<file path="src/rtl/cpu_ctrl.sv">
// -----------------------------------------------------------------------------
// cpu_ctrl -- central pipeline controller for the 5-stage core.
//
// Decides, every cycle, whether the PC / IF_ID / ID_EX stage registers hold,
// load a bubble (flush) or whether the PC is redirected to a taken jump target.
// It also parks the core in a halted state after an illegal instruction or a
// data-memory access that never completes, and keeps cycle/stall counters.
//
// Ports:
//   clk, rst            clock, synchronous active-high reset
//   id_error_i          ID stage cannot decode its instruction
//   id_raddr1_i/2_i     ID stage source register addresses
//   ex_is_load_i        EX stage holds a memory-read instruction
//   ex_gprs_waddr_i     EX stage destination register
//   ex_jump_i           EX stage holds a taken jump/branch
//   ex_jump_addr_i      jump target
//   mem_req_i           EX instruction accesses data memory this cycle
//   mem_ready_i         data memory completes the access this cycle
//   pc_stall_o          hold PC
//   if_id_stall_o       hold IF_ID
//   if_id_flush_o       load NOP into IF_ID
//   id_ex_stall_o       hold ID_EX
//   id_ex_flush_o       load NOP into ID_EX
//   pc_we_o/pc_wdata_o  redirect PC to pc_wdata_o
//   halted_o            core halted (state == HALT)
//   halt_cause_o        0 none, 1 illegal instruction, 2 memory timeout
//   cycle_cnt_o         non-halted cycles since reset (wraps)
//   stall_cnt_o         non-halted cycles with pc_stall_o=1 (wraps)
//
// Memory handshake: mem_req_i acts as "valid" for the EX-stage access and
// mem_ready_i as its "ready"; the access completes only in a cycle where both
// are high. While req is high and ready is low the whole front of the pipe is
// frozen so the EX instruction stays put until ready arrives.
// -----------------------------------------------------------------------------
module cpu_ctrl #(
  parameter int DATA_W      = 32,
  parameter int REG_W       = 5,
  parameter int MEM_TIMEOUT = 255
) (
  input  logic              clk,
  input  logic              rst,
  input  logic              id_error_i,
  input  logic [REG_W-1:0]  id_raddr1_i,
  input  logic [REG_W-1:0]  id_raddr2_i,
  input  logic              ex_is_load_i,
  input  logic [REG_W-1:0]  ex_gprs_waddr_i,
  input  logic              ex_jump_i,
  input  logic [DATA_W-1:0] ex_jump_addr_i,
  input  logic              mem_req_i,
  input  logic              mem_ready_i,
  output logic              pc_stall_o,
  output logic              if_id_stall_o,
  output logic              if_id_flush_o,
  output logic              id_ex_stall_o,
  output logic              id_ex_flush_o,
  output logic              pc_we_o,
  output logic [DATA_W-1:0] pc_wdata_o,
  output logic              halted_o,
  output logic [1:0]        halt_cause_o,
  output logic [31:0]       cycle_cnt_o,
  output logic [31:0]       stall_cnt_o
);

  localparam int WAIT_W = $clog2(MEM_TIMEOUT + 1);
  localparam logic [WAIT_W-1:0] TIMEOUT_CNT = WAIT_W'(MEM_TIMEOUT);

  localparam logic [1:0] CAUSE_NONE    = 2'd0;
  localparam logic [1:0] CAUSE_ILLEGAL = 2'd1;
  localparam logic [1:0] CAUSE_MEMTO   = 2'd2;

  typedef enum logic [1:0] {
    ST_RUN     = 2'd0,
    ST_MEMWAIT = 2'd1,
    ST_HALT    = 2'd2
  } state_e;

  state_e            state_q, state_d;
  logic [WAIT_W-1:0] wait_q, wait_d;
  logic [1:0]        cause_q, cause_d;
  logic [31:0]       cycle_q, cycle_d;
  logic [31:0]       stall_q, stall_d;

  logic load_use;
  logic eval_run;

  // A load into x0 produces nothing to forward, so it never creates a hazard.
  assign load_use = ex_is_load_i && (ex_gprs_waddr_i != '0) &&
                    ((ex_gprs_waddr_i == id_raddr1_i) ||
                     (ex_gprs_waddr_i == id_raddr2_i));

  // ---------------------------------------------------------------------------
  // Next state and control outputs
  // ---------------------------------------------------------------------------
  always_comb begin
    state_d       = state_q;
    wait_d        = wait_q;
    cause_d       = cause_q;
    eval_run      = 1'b0;
    pc_stall_o    = 1'b0;
    if_id_stall_o = 1'b0;
    if_id_flush_o = 1'b0;
    id_ex_stall_o = 1'b0;
    id_ex_flush_o = 1'b0;
    pc_we_o       = 1'b0;

    unique case (state_q)
      ST_RUN: begin
        if (mem_req_i && !mem_ready_i) begin
          // Freeze everything; a jump seen now is re-evaluated once the
          // held EX instruction is released.
          pc_stall_o    = 1'b1;
          if_id_stall_o = 1'b1;
          id_ex_stall_o = 1'b1;
          state_d       = ST_MEMWAIT;
          wait_d        = WAIT_W'(1);
        end else begin
          eval_run = 1'b1;
        end
      end

      ST_MEMWAIT: begin
        if (!mem_ready_i) begin
          if (wait_q == TIMEOUT_CNT) begin
            // Give up: squash the stuck instruction and park the core.
            pc_stall_o    = 1'b1;
            if_id_stall_o = 1'b1;
            id_ex_flush_o = 1'b1;
            state_d       = ST_HALT;
            cause_d       = CAUSE_MEMTO;
          end else begin
            pc_stall_o    = 1'b1;
            if_id_stall_o = 1'b1;
            id_ex_stall_o = 1'b1;
            wait_d        = wait_q + 1'b1;
          end
        end else begin
          eval_run = 1'b1;
          state_d  = ST_RUN;
        end
      end

      ST_HALT: begin
        pc_stall_o    = 1'b1;
        if_id_flush_o = 1'b1;
        id_ex_flush_o = 1'b1;
      end

      default: begin
        state_d = ST_RUN;
      end
    endcase

    // Rules shared by RUN and the completing MEMWAIT cycle.
    if (eval_run) begin
      wait_d = '0;
      if (ex_jump_i) begin
        // Anything younger than the jump is on the wrong path, including a
        // decode error in ID.
        pc_we_o       = 1'b1;
        if_id_flush_o = 1'b1;
        id_ex_flush_o = 1'b1;
      end else if (id_error_i) begin
        pc_stall_o    = 1'b1;
        if_id_stall_o = 1'b1;
        id_ex_flush_o = 1'b1;
        state_d       = ST_HALT;
        cause_d       = CAUSE_ILLEGAL;
      end else if (load_use) begin
        // One bubble: the dependent instruction waits a cycle in ID.
        pc_stall_o    = 1'b1;
        if_id_stall_o = 1'b1;
        id_ex_flush_o = 1'b1;
      end
    end

    if (rst) begin
      pc_stall_o    = 1'b0;
      if_id_stall_o = 1'b0;
      if_id_flush_o = 1'b1;
      id_ex_stall_o = 1'b0;
      id_ex_flush_o = 1'b1;
      pc_we_o       = 1'b0;
    end
  end

  // ---------------------------------------------------------------------------
  // Performance counters: frozen while halted, free-running modulo 2^32.
  // ---------------------------------------------------------------------------
  always_comb begin
    cycle_d = cycle_q;
    stall_d = stall_q;
    if (state_q != ST_HALT) begin
      cycle_d = cycle_q + 32'd1;
      if (pc_stall_o) begin
        stall_d = stall_q + 32'd1;
      end
    end
  end

  // ---------------------------------------------------------------------------
  // State registers
  // ---------------------------------------------------------------------------
  always_ff @(posedge clk) begin
    if (rst) begin
      state_q <= ST_RUN;
      wait_q  <= '0;
      cause_q <= CAUSE_NONE;
      cycle_q <= '0;
      stall_q <= '0;
    end else begin
      state_q <= state_d;
      wait_q  <= wait_d;
      cause_q <= cause_d;
      cycle_q <= cycle_d;
      stall_q <= stall_d;
    end
  end

  assign pc_wdata_o   = ex_jump_addr_i;
  assign halted_o     = (state_q == ST_HALT);
  assign halt_cause_o = cause_q;
  assign cycle_cnt_o  = cycle_q;
  assign stall_cnt_o  = stall_q;

endmodule

</file>
<file path="config.mk">
export PLATFORM = sky130hd
export DESIGN_NAME = cpu_ctrl
export DESIGN_NICKNAME = d
export VERILOG_FILES = /design/src/rtl/cpu_ctrl.sv
export SDC_FILE = /design/constraint.sdc
export NUM_CORES = 1
export LEC_CHECK = 0
export BUFFER_PORTS_ARGS = -buffer_cell sky130_fd_sc_hd__buf_2
export CAP_MARGIN = 0
export CORE_ASPECT_RATIO = 1.1
export CORE_UTILIZATION = 45
export CTS_BUF_LIST = sky130_fd_sc_hd__clkbuf_8
export DETAILED_ROUTE_END_ITERATION = 8
export PLACE_DENSITY = 0.85
export SLEW_MARGIN = 10
export SYNTH_ARGS = -nofsm -noshare
export SYNTH_HDL_FRONTEND = slang
export SYNTH_SLANG_ARGS = --single-unit
</file>
<file path="constraint.sdc">
create_clock -name clk -period 3.62 [get_ports clk]
set_input_delay 0.362 -clock clk [delete_from_list [all_inputs] [get_ports clk]]
set_output_delay 0.362 -clock clk [all_outputs]
set_load 0.005 [all_outputs]
</file>
==> qor.txt, run 1 <==
Top sig layer = met4
Main combinational cell family by area after synthesis = simple AND/OR/NAND/NOR gates
Die W = 92.18 um
Relative slew slack = 33.60%
Synth Register Bits = 76
WP data required = 3.89 ns
DIE AREA = 9328 sq um
Post-cts hold buffer count = 0
Crit path kind = flip-flop to flip-flop
Leakage = 1.870 nW
Area of the multi-input gates = 2138 sq um
Die height = 101.2 um
GRT Util Overall = 20.27%
# clock sinks = 76
Final HPWL DP = 6733 um
Core footprint = 8539 sq um
Port Buffers = 94
Initial antenna violation count = 0
H-tree depth = 3
Post-Synthesis Cell Area = 4025 sq um
Yosys warns = 0
Synth Flop Type = dfxtp_1
Synth async-reset ratio = 0%
IO Count = 159
Post-synth EDFFs = 0
Post-synthesis compound-gate area fraction = 15.64%
Hold WC Path Type = primary input to flip-flop
Final period utilization = 77.32%
Adder-cell share of the synthesized area = 2.176%
Met2 WL = 4604 um
TritonCTS clock tree = yes
Avg Vias per Cell = 5.596
Switch share = 24.51%
Leading cell type in the layout, fill and taps excluded = buf_2
Cell variety after synth = 47
Final Critical Period = 2.799 ns
Worst vdd rail ir drop = 0.2155 mV
RePlAce Congestion = 0.9585
Final-report max-slew violation count = 0
CP Max Fanout = 23
N_diodes = 0
MaxCap Viol Count = 0
Clk_lat worst skew = 0.35 ns
Post-Syn Area per Cell = 8.165 sq um
Area grow syn2layout = 13.52%
Xor/xnor share of the synthesized area = 7.616%
Clock power share = 42.7%
Worst setup SP type = flip-flop
Vias = 3,738
Initial core utilization = 47.14%
Flop pwr share = 47.5%
Share of cells above drive strength 1 = 22.44%
Final wirelength = 9421 um
# setup viols final = 0
Net count after synthesis = 554
Power per cell area = 399.3 nW/um^2
Gate power share = 9.7%
Final Hold Viols = 0
Sequential element share of the synthesized area = 37.80%
First-pass GRT wire length = 15,370 um
Initial DRC Count = 129
Run status = completed
Internal power = 1.377 mW
RSZ-0062 raised after global routing = false
Largest net degree at the start of global routing = 78
Setup crit end kind = flip-flop
Max Root-Sink Buffers = 2
Sequential cell area = 1521 sq um
Vias in the first global route = 3,423
Residual DRC = 0
Post-synthesis mux area share = 1.306%
Switch Pwr = 447.3 uW
Skew final = 0.01330 ns
Row Count = 35
Fillers = 808
Post-cts resize count = 0
NumNets Final = 613
CTS root buf = clkbuf_8
Power Total = 1.825 mW
Fmax achieved = 357.3 MHz
Grt ovf = 0
WL met1 = 3988 um
Drt first pass iters = 4
Worst EP arrival = 3.07 ns
Setup repair bufs after CTS = 0
Worst-path clk slew = 0.08 ns
Post-detailed-route wirelength per cell = 14.10 um
TritonCTS Buffers = 9
Simple-gate share of the synthesized area = 26.39%
WL met3 = 608 um
Cells after synthesis = 493
Routed Antenna Nets = 0
Setup TNS Final = 0 ns
Worst-margin pin slew = 0.9952 ns
Most frequent cells in the layout = buf_2 (94), dfxtp_1 (76), a21oi_1 (50)
-- per-stage QoR --
stage	utilization (%)	cell area (sq um)	instances	worst slack, ns	hold WS, ns
6_report	53.51	4569	668	0.8209	0.3900
2_1_floorplan	-	4025	493	1.170	0.4588
5_1_grt	53.51	4569	668	0.6015	0.3749
4_1_cts	53.51	4569	668	0.8491	0.3581
3_5_place_dp	50.70	4329	652	0.8714	0.4739
3_3_place_gp	50.70	4329	652	0.9656	0.4646
-- cells in the mapped netlist, types with 3 or more instances --
master | instances | area, sq um
dfxtp_1 | 76 | 1521
o31ai_1 | 8 | 60.06
nand2_1 | 45 | 168.9
or3_1 | 29 | 181.4
or3_2 | 4 | 30.03
or4_1 | 8 | 60.06
nand4_1 | 11 | 68.82
xnor2_1 | 6 | 52.55
inv_1 | 12 | 45.04
nor3_1 | 7 | 35.03
nor2b_1 | 3 | 18.77
a21oi_1 | 50 | 250.2
buf_4 | 32 | 240.2
mux2i_1 | 3 | 30.03
nand2b_1 | 5 | 31.28
nand3_1 | 20 | 100.1
nor2_1 | 40 | 150.1
a21o_1 | 3 | 22.52
o21ai_0 | 38 | 190.2
and3_1 | 10 | 62.56
clkbuf_1 | 9 | 33.78
and4_1 | 6 | 52.55
xor2_1 | 29 | 254.0
buf_2 | 3 | 15.01
ha_1 | 7 | 87.58
-- flip-flops by register name, indices dropped and copies added (netlist names) --
register      cells
state_q           2
stall_cnt_o      32
wait_q            8
halt_cause_o      2
cycle_cnt_o      32
-- power groups by stage --
stage / clock (mW) / sequential [mW] / combinational (mW)
floorplan: 0 / 0.885 / 0.143
global placement: 0 / 0.886 / 0.165
detailed placement: 0 / 0.888 / 0.174
CTS: 0.788 / 0.868 / 0.176
global route: 0.826 / 0.870 / 0.197
finish: 0.780 / 0.868 / 0.177
-- final timing paths --
check	endpoint	startpoint	slack (ns)	depth (start not counted)
worst max-delay path	stall_cnt_o[23]$_SDFFE_PP0P_	state_q[0]$_SDFF_PP0_	0.82	9
worst min-delay path	halt_cause_o[1]$_SDFF_PP0_	id_error_i	0.39	3
worst max register to register	stall_cnt_o[23]$_SDFFE_PP0P_	state_q[0]$_SDFF_PP0_	0.82	9
worst min register to register	halt_cause_o[1]$_SDFF_PP0_	halt_cause_o[1]$_SDFF_PP0_	0.49	1
-- kinds of logic (layout without fill, tap and decap cells) --
family,count (synthesis),count (layout)
simple gates,199,199
compound gates,111,111
fa+ha+maj,7,7
flops,76,76
mux,5,5
xor+xnor,35,35
buf+inv,60,124
-- metal layers --
metal / vias up / global-route usage (%)
met5: - / 0
met3: 26 / 4.805
met2: 131 / 35.42
li1: 1830 / -
met4: 0 / 9.976
met1: 1751 / 23.37
-- worst max-delay path: stages (launching register included) --
cell	delay, ns
dfxtp_1	0.38
inv_1	0.10
ha_1	0.28
o21ai_0	0.33
a211o_1	0.23
o21ai_1	0.16
a2bb2oi_2	0.71
buf_4	0.27
o21ai_0	0.10
a21oi_1	0.15
-- cell type report --
class | count | area share, %
multi-input combinational | 357 | 46.80
sequential | 76 | 33.30
timing repair buffer | 96 | 10.62
tap | 111 | 3.039
clock buffer | 9 | 2.711
clock inverter | 7 | 2.547
inverter | 12 | 0.9858
No activity file was read; power rests on OpenSTA's default activity.
==> run 2: changes to the inputs <==
- PLACE_DENSITY: 0.85 -> 0.88
- clock period: 3.62 -> 2.4 ns (I/O delays scaled with it)
==> qor.txt, run 2 (synthesis results as in run 1) <==
Max Root-Sink Buffers = 2 (unchanged)
N_diodes = 0 (unchanged)
Final HPWL DP = 6613 um (-1.8%)
TritonCTS clock tree = yes
Setup crit end kind = flip-flop
Final Hold Viols = 0 (unchanged)
Run status = completed
Final period utilization = 96.40% (+19 points)
Share of cells above drive strength 1 = 25.75% (+3.3 points)
Post-detailed-route wirelength per cell = 13.67 um (-3.1%)
Crit path buffers/inverters = 1 (-1)
IO Count = 159 (unchanged)
Relative slew slack = 47.71% (+14 points)
Fmax achieved = 432.2 MHz (+21%)
Worst vdd rail ir drop = 0.3115 mV (+45%)
DIE AREA = 9328 sq um (unchanged)
Area grow syn2layout = 15.79%
CTS root buf = clkbuf_8
Crit. Startpoint = state_q[0]$_SDFF_PP0_
# setup viols final = 0 (unchanged)
MaxCap Viol Count = 0 (unchanged)
Core footprint = 8539 sq um (unchanged)
RePlAce Congestion = 0.9214 (-3.9%)
Power per cell area = 558.5 nW/um^2 (+40%)
Worst EP arrival = 2.60 ns (-0.47 ns)
H-tree depth = 3 (unchanged)
Final wirelength = 9268 um (-1.6%)
Worst-margin pin slew = 0.7844 ns (-0.2107 ns)
Placed insts = 662 (+1.5%)
NumNets Final = 623 (+1.6%)
Fin cells = 678 (+1.5%)
Hold WC Path Type = primary input to flip-flop
WP data required = 2.68 ns (-1.21 ns)
Skew final = 0.007845 ns (-0.005454 ns)
CP max stage delay = 0.37 ns (-0.34 ns)
Residual DRC = 0 (unchanged)
GRT Util Overall = 20.68% (+0.41 points)
# clock sinks = 76 (unchanged)
CP Max Fanout = 9 (-61%)
Routed Antenna Nets = 0 (unchanged)
Flop-to-flop setup slack = 0.09 ns (-0.73 ns)
Critical path's top delay family = simple AND/OR/NAND/NOR gates
RSZ-0062 raised after global routing = true
Initial antenna violation count = 0 (unchanged)
Vias in the first global route = 3,618 (+5.7%)
Vias = 3,721 (-0.45%)
HP Start = id_error_i
Row Count = 35 (unchanged)
TritonCTS Buffers = 9 (unchanged)
Critical path, cell by cell = inv_2, ha_2, nand4b_4, or2_1, or3_4, or2_4, or3_1, a21oi_1
Leading cell type in the layout, fill and taps excluded = buf_2
Clk_lat worst skew = 0.36 ns (about the same)
Drt first pass iters = 4 (unchanged)
Post-cts hold buffer count = 0 (unchanged)
Avg Vias per Cell = 5.488 (-1.9%)
Die W = 92.18 um (unchanged)
Worst setup SP type = flip-flop
Setup TNS Final = 0 ns (unchanged)
Worst-path clk slew = 0.08 ns (about the same)
Most frequent cells in the layout = buf_2 (94), dfxtp_1 (75), a21oi_1 (49)
Initial DRC Count = 118 (-8.5%)
Initial core utilization = 47.14% (unchanged)
Slowest cell on the critical path = or3_4
Crit path kind = flip-flop to flip-flop
First-pass GRT wire length = 15,740 um (+2.4%)
Leakage = 1.907 nW (+2.0%)
Port Buffers = 94 (unchanged)
Final-report max-slew violation count = 0 (unchanged)
Reg2reg start = state_q[0]$_SDFF_PP0_
Grt ovf = 0 (unchanged)
Die height = 101.2 um (unchanged)
Largest net degree at the start of global routing = 78 (unchanged)
Fillers = 784 (-3.0%)
Final Critical Period = 2.314 ns (-0.4855 ns)
==> run 2: cell types whose count changed in the layout (fill, tap and decap cells not counted), sizes merged <==
cell / previous run / this run
buf: 96 / 106
bufinv: 3 / 1
clkbuf: 9 / 10
clkinvlp: 0 / 2
inv: 13 / 12
==> run 2: per-layer routing <==
metal | up-vias | GRT usage (%) | part of all wire (%)
met5 | - | 0 | 0
met4 | 0 | 9.976 | 2.1
met3 | 22 | 7.207 | 6.9
met2 | 110 | 35.65 | 50
met1 | 1733 | 22.88 | 41
li1 | 1856 | - | -
==> run 2: worst reg2reg max path, delay by kind of cell, from the launching register on <==
kind,cells,cell delay (ns)
AND/OR/NAND/NOR,5,1.45
flip-flops,1,0.35
adder cells (fa/ha/maj),1,0.26
AO/OA/AOI/OAI,1,0.13
buffers and inverters,1,0.05
==> run 2: path summary, 6_finish.rpt <==
kind	end	cells after the start
max	cycle_cnt_o[29]$_SDFFE_PP0P_	8
min	state_q[0]$_SDFF_PP0_	4
max reg2reg	cycle_cnt_o[29]$_SDFFE_PP0P_	8
min reg2reg	halt_cause_o[1]$_SDFF_PP0_	1
==> run 2: where the power goes <==
part / internal, mW / leakage, nW / switching [mW]
clock network: 0.506 / 0.0983 / 0.490
logic: 0.131 / 1.20 / 0.168
registers: 1.28 / 0.614 / 0.0267
==> run 2: area by class of cell <==
class	count	area, sq um	share of cell area (%)
clock buffer	10	137.6	2.953
clock inverter	6	63.81	1.369
inverter	12	45.04	0.9664
multi-input combinational	357	2180	46.77
sequential	76	1523	32.67
tap	111	138.9	2.980
timing repair buffer	106	573.1	12.30
==> run 2: through the flow <==
stage	utilization [%]	total power, mW	instance area (sq um)	hold slack (ns)	setup WS (ns)
finish	54.58	2.603	4661	0.2447	0.08642
global route	54.58	2.728	4661	0.2550	-0.01970
CTS	54.30	2.624	4637	0.2114	0.04329
detailed placement	51.77	1.622	4420	0.4616	-0.1578
global placement	51.77	1.609	4420	0.4583	0.02331
floorplan	-	1.552	4029	0.4193	0.01220
==> run 2: what timing repair did <==
action | CTS | global route
setup endpoints to repair | 17 | 16
pin swaps | 0 | 0
buffers inserted | 0 | 0
gates resized for setup | 2 | 8
==> run 3: changes to the inputs <==
--- a/config.mk
+++ b/config.mk
@@ -13,2 +13,3 @@
 export DETAILED_ROUTE_END_ITERATION = 8
+export HOLD_SLACK_MARGIN = 0.12
 export PLACE_DENSITY = 0.88
==> constraint.sdc (replaced) <==
create_clock -name clk -period 2.4 [get_ports clk]
set_input_delay 0.36 -clock clk [delete_from_list [all_inputs] [get_ports clk]]
set_output_delay 0.36 -clock clk [all_outputs]
set_load 0.005 [all_outputs]
==> qor.txt, run 3 (synthesis results as in run 1) <==
Initial core utilization = 47.14% (unchanged)
Final HPWL DP = 6914 um (+4.5%)
HP Start = id_error_i
RSZ-0062 raised after global routing = true
Top sig layer = met4
Grt ovf = 0 (unchanged)
Routed Antenna Nets = 0 (unchanged)
Leakage = 1.888 nW (-1.0%)
Initial DRC Count = 90 (-24%)
Final wirelength = 9340 um (+0.78%)
Crit path kind = flip-flop to flip-flop
Met2 WL = 4860 um (+5.3%)
Worst-path clk slew = 0.08 ns (about the same)
Row Count = 35 (unchanged)
Residual DRC = 0 (unchanged)
# clock sinks = 76 (unchanged)
Post-detailed-route wirelength per cell = 13.80 um (+0.93%)
WL met3 = 601 um (-6.1%)
Relative slew slack = 48.58% (+0.88 points)
NumNets Final = 622 (-0.16%)
DIE AREA = 9328 sq um (unchanged)
CTS root buf = clkbuf_8
# setup viols final = 0 (unchanged)
Run status = completed
Post-cts hold buffer count = 0 (unchanged)
Finished Cell Area = 4613 sq um (-1.0%)
Worst vdd rail ir drop = 0.3055 mV (-1.9%)
Final Hold Viols = 0 (unchanged)
Area grow syn2layout = 14.61%
H-tree depth = 3 (unchanged)
Vias in the first global route = 3,642 (+0.66%)
Drt first pass iters = 5 (+1)
Port Buffers = 94 (unchanged)
Final period utilization = 96.22% (-0.18 points)
Setup crit end kind = flip-flop
Critical path, cell by cell = inv_2, ha_2, nand4b_4, or2_1, or3_4, or2_4, or3_1, a21oi_1
Max Root-Sink Buffers = 2 (unchanged)
Initial antenna violation count = 0 (unchanged)
Leading cell type in the layout, fill and taps excluded = buf_2
IO Count = 159 (unchanged)
Reg2reg start = state_q[0]$_SDFF_PP0_
Fmax achieved = 433.0 MHz (+0.18%)
Flop-to-flop setup slack = 0.09 ns (about the same)
Avg Vias per Cell = 5.530 (+0.77%)
Final Core Density = 54.02% (-0.56 points)
TritonCTS Buffers = 9 (unchanged)
Placed cell areas = 4418 sq um (about the same)
Final Critical Period = 2.309 ns (-0.004262 ns)
Die height = 101.2 um (unchanged)
Share of cells above drive strength 1 = 25.44% (-0.31 points)
Crit. Startpoint = state_q[0]$_SDFF_PP0_
Worst EP arrival = 2.58 ns (-0.02 ns)
Worst-margin pin slew = 0.7712 ns (-0.01319 ns)
Power Total = 2.449 mW (-5.9%)
WL met1 = 3708 um (-2.9%)
First-pass GRT wire length = 15,760 um (+0.13%)
Skew final = 0.01438 ns (+0.006530 ns)
Core footprint = 8539 sq um (unchanged)
Die W = 92.18 um (unchanged)
Worst setup SP type = flip-flop
CP max stage delay = 0.37 ns (about the same)
Fillers = 798 (+1.8%)
Power per cell area = 530.8 nW/um^2 (-5.0%)
Final-report max-slew violation count = 0 (unchanged)
Most frequent cells in the layout = buf_2 (94), dfxtp_1 (75), a21oi_1 (49)
Hold WC Path Type = primary input to flip-flop
N_diodes = 0 (unchanged)
WP data required = 2.67 ns (about the same)
Vias = 3,744 (+0.62%)
GRT Util Overall = 20.57% (-0.11 points)
Clk_lat worst skew = 0.35 ns (about the same)
Slowest cell on the critical path = or3_4
Largest net degree at the start of global routing = 78 (unchanged)
CP Max Fanout = 9 (unchanged)
MaxCap Viol Count = 0 (unchanged)
RePlAce Congestion = 0.8556 (-7.1%)
TritonCTS clock tree = yes
run 3: changes by cell type in the layout (fill, tap and decap cells not counted), sizes merged:
cell | previous run | this run
buf | 106 | 105
bufinv | 1 | 0
clkinv | 3 | 5
clkbuf | 10 | 9
run 3: stage by stage:
step	instances	setup TNS [ns]	hold WS, ns	setup slack (ns)
2_1_floorplan	493	0	0.4588	0.01220
3_3_place_gp	660	0	0.4570	0.1425
3_5_place_dp	660	-0.02700	0.4770	-0.02420
4_1_cts	676	0	0.3448	0.01872
5_1_grt	677	-0.03387	0.3865	-0.02028
6_report	677	0	0.3673	0.09068
run 3: final timing paths:
kind	cells past startpoint	end
hold reg to reg	2	cycle_cnt_o[31]$_SDFFE_PP0P_
setup reg to reg	8	cycle_cnt_o[29]$_SDFFE_PP0P_
setup / recovery	8	cycle_cnt_o[29]$_SDFFE_PP0P_
hold / removal	3	halt_cause_o[1]$_SDFF_PP0_
run 3: power breakdown:
group	internal (mW)	switching [mW]	leakage, nW	total (mW)
clock network	0.369	0.488	0.0848	0.857
logic	0.122	0.161	1.19	0.283
registers	1.28	0.0273	0.614	1.31
run 3: critical path, delay by kind of cell (launching register included):
| kind | cells | cell delay, ns |
|---|---|---|
| simple gates | 5 | 1.43 |
| flops | 1 | 0.36 |
| fa+ha+maj | 1 | 0.24 |
| compound gates | 1 | 0.16 |
| buf+inv | 1 | 0.05 |
run 3: metal layers:
metal  GRT usage (%)  vias to the layer above
li1                -                     1852
met1           21.68                     1750
met2           38.12                      122
met3           5.931                       20
met4           9.135                        0
met5               0                        -
run 3: repair_timing:
action | in CTS | in global routing
gates resized for setup | 1 | 6
endpoints found under the setup margin | 1 | 17
hold endpoints to repair | 0 | 0
buffers inserted | 0 | 1
run 3: area by class of cell:
cell class	count	area, sq um	share of cell area (%)
Timing Repair Buffer	105	578.1	12.53
Inverter	12	45.04	0.9764
Clock buffer	9	123.9	2.685
Multi-Input combinational cell	357	2161	46.84
Tap cell	111	138.9	3.011
Sequential cell	76	1523	33.01
Clock inverter	7	43.79	0.9493
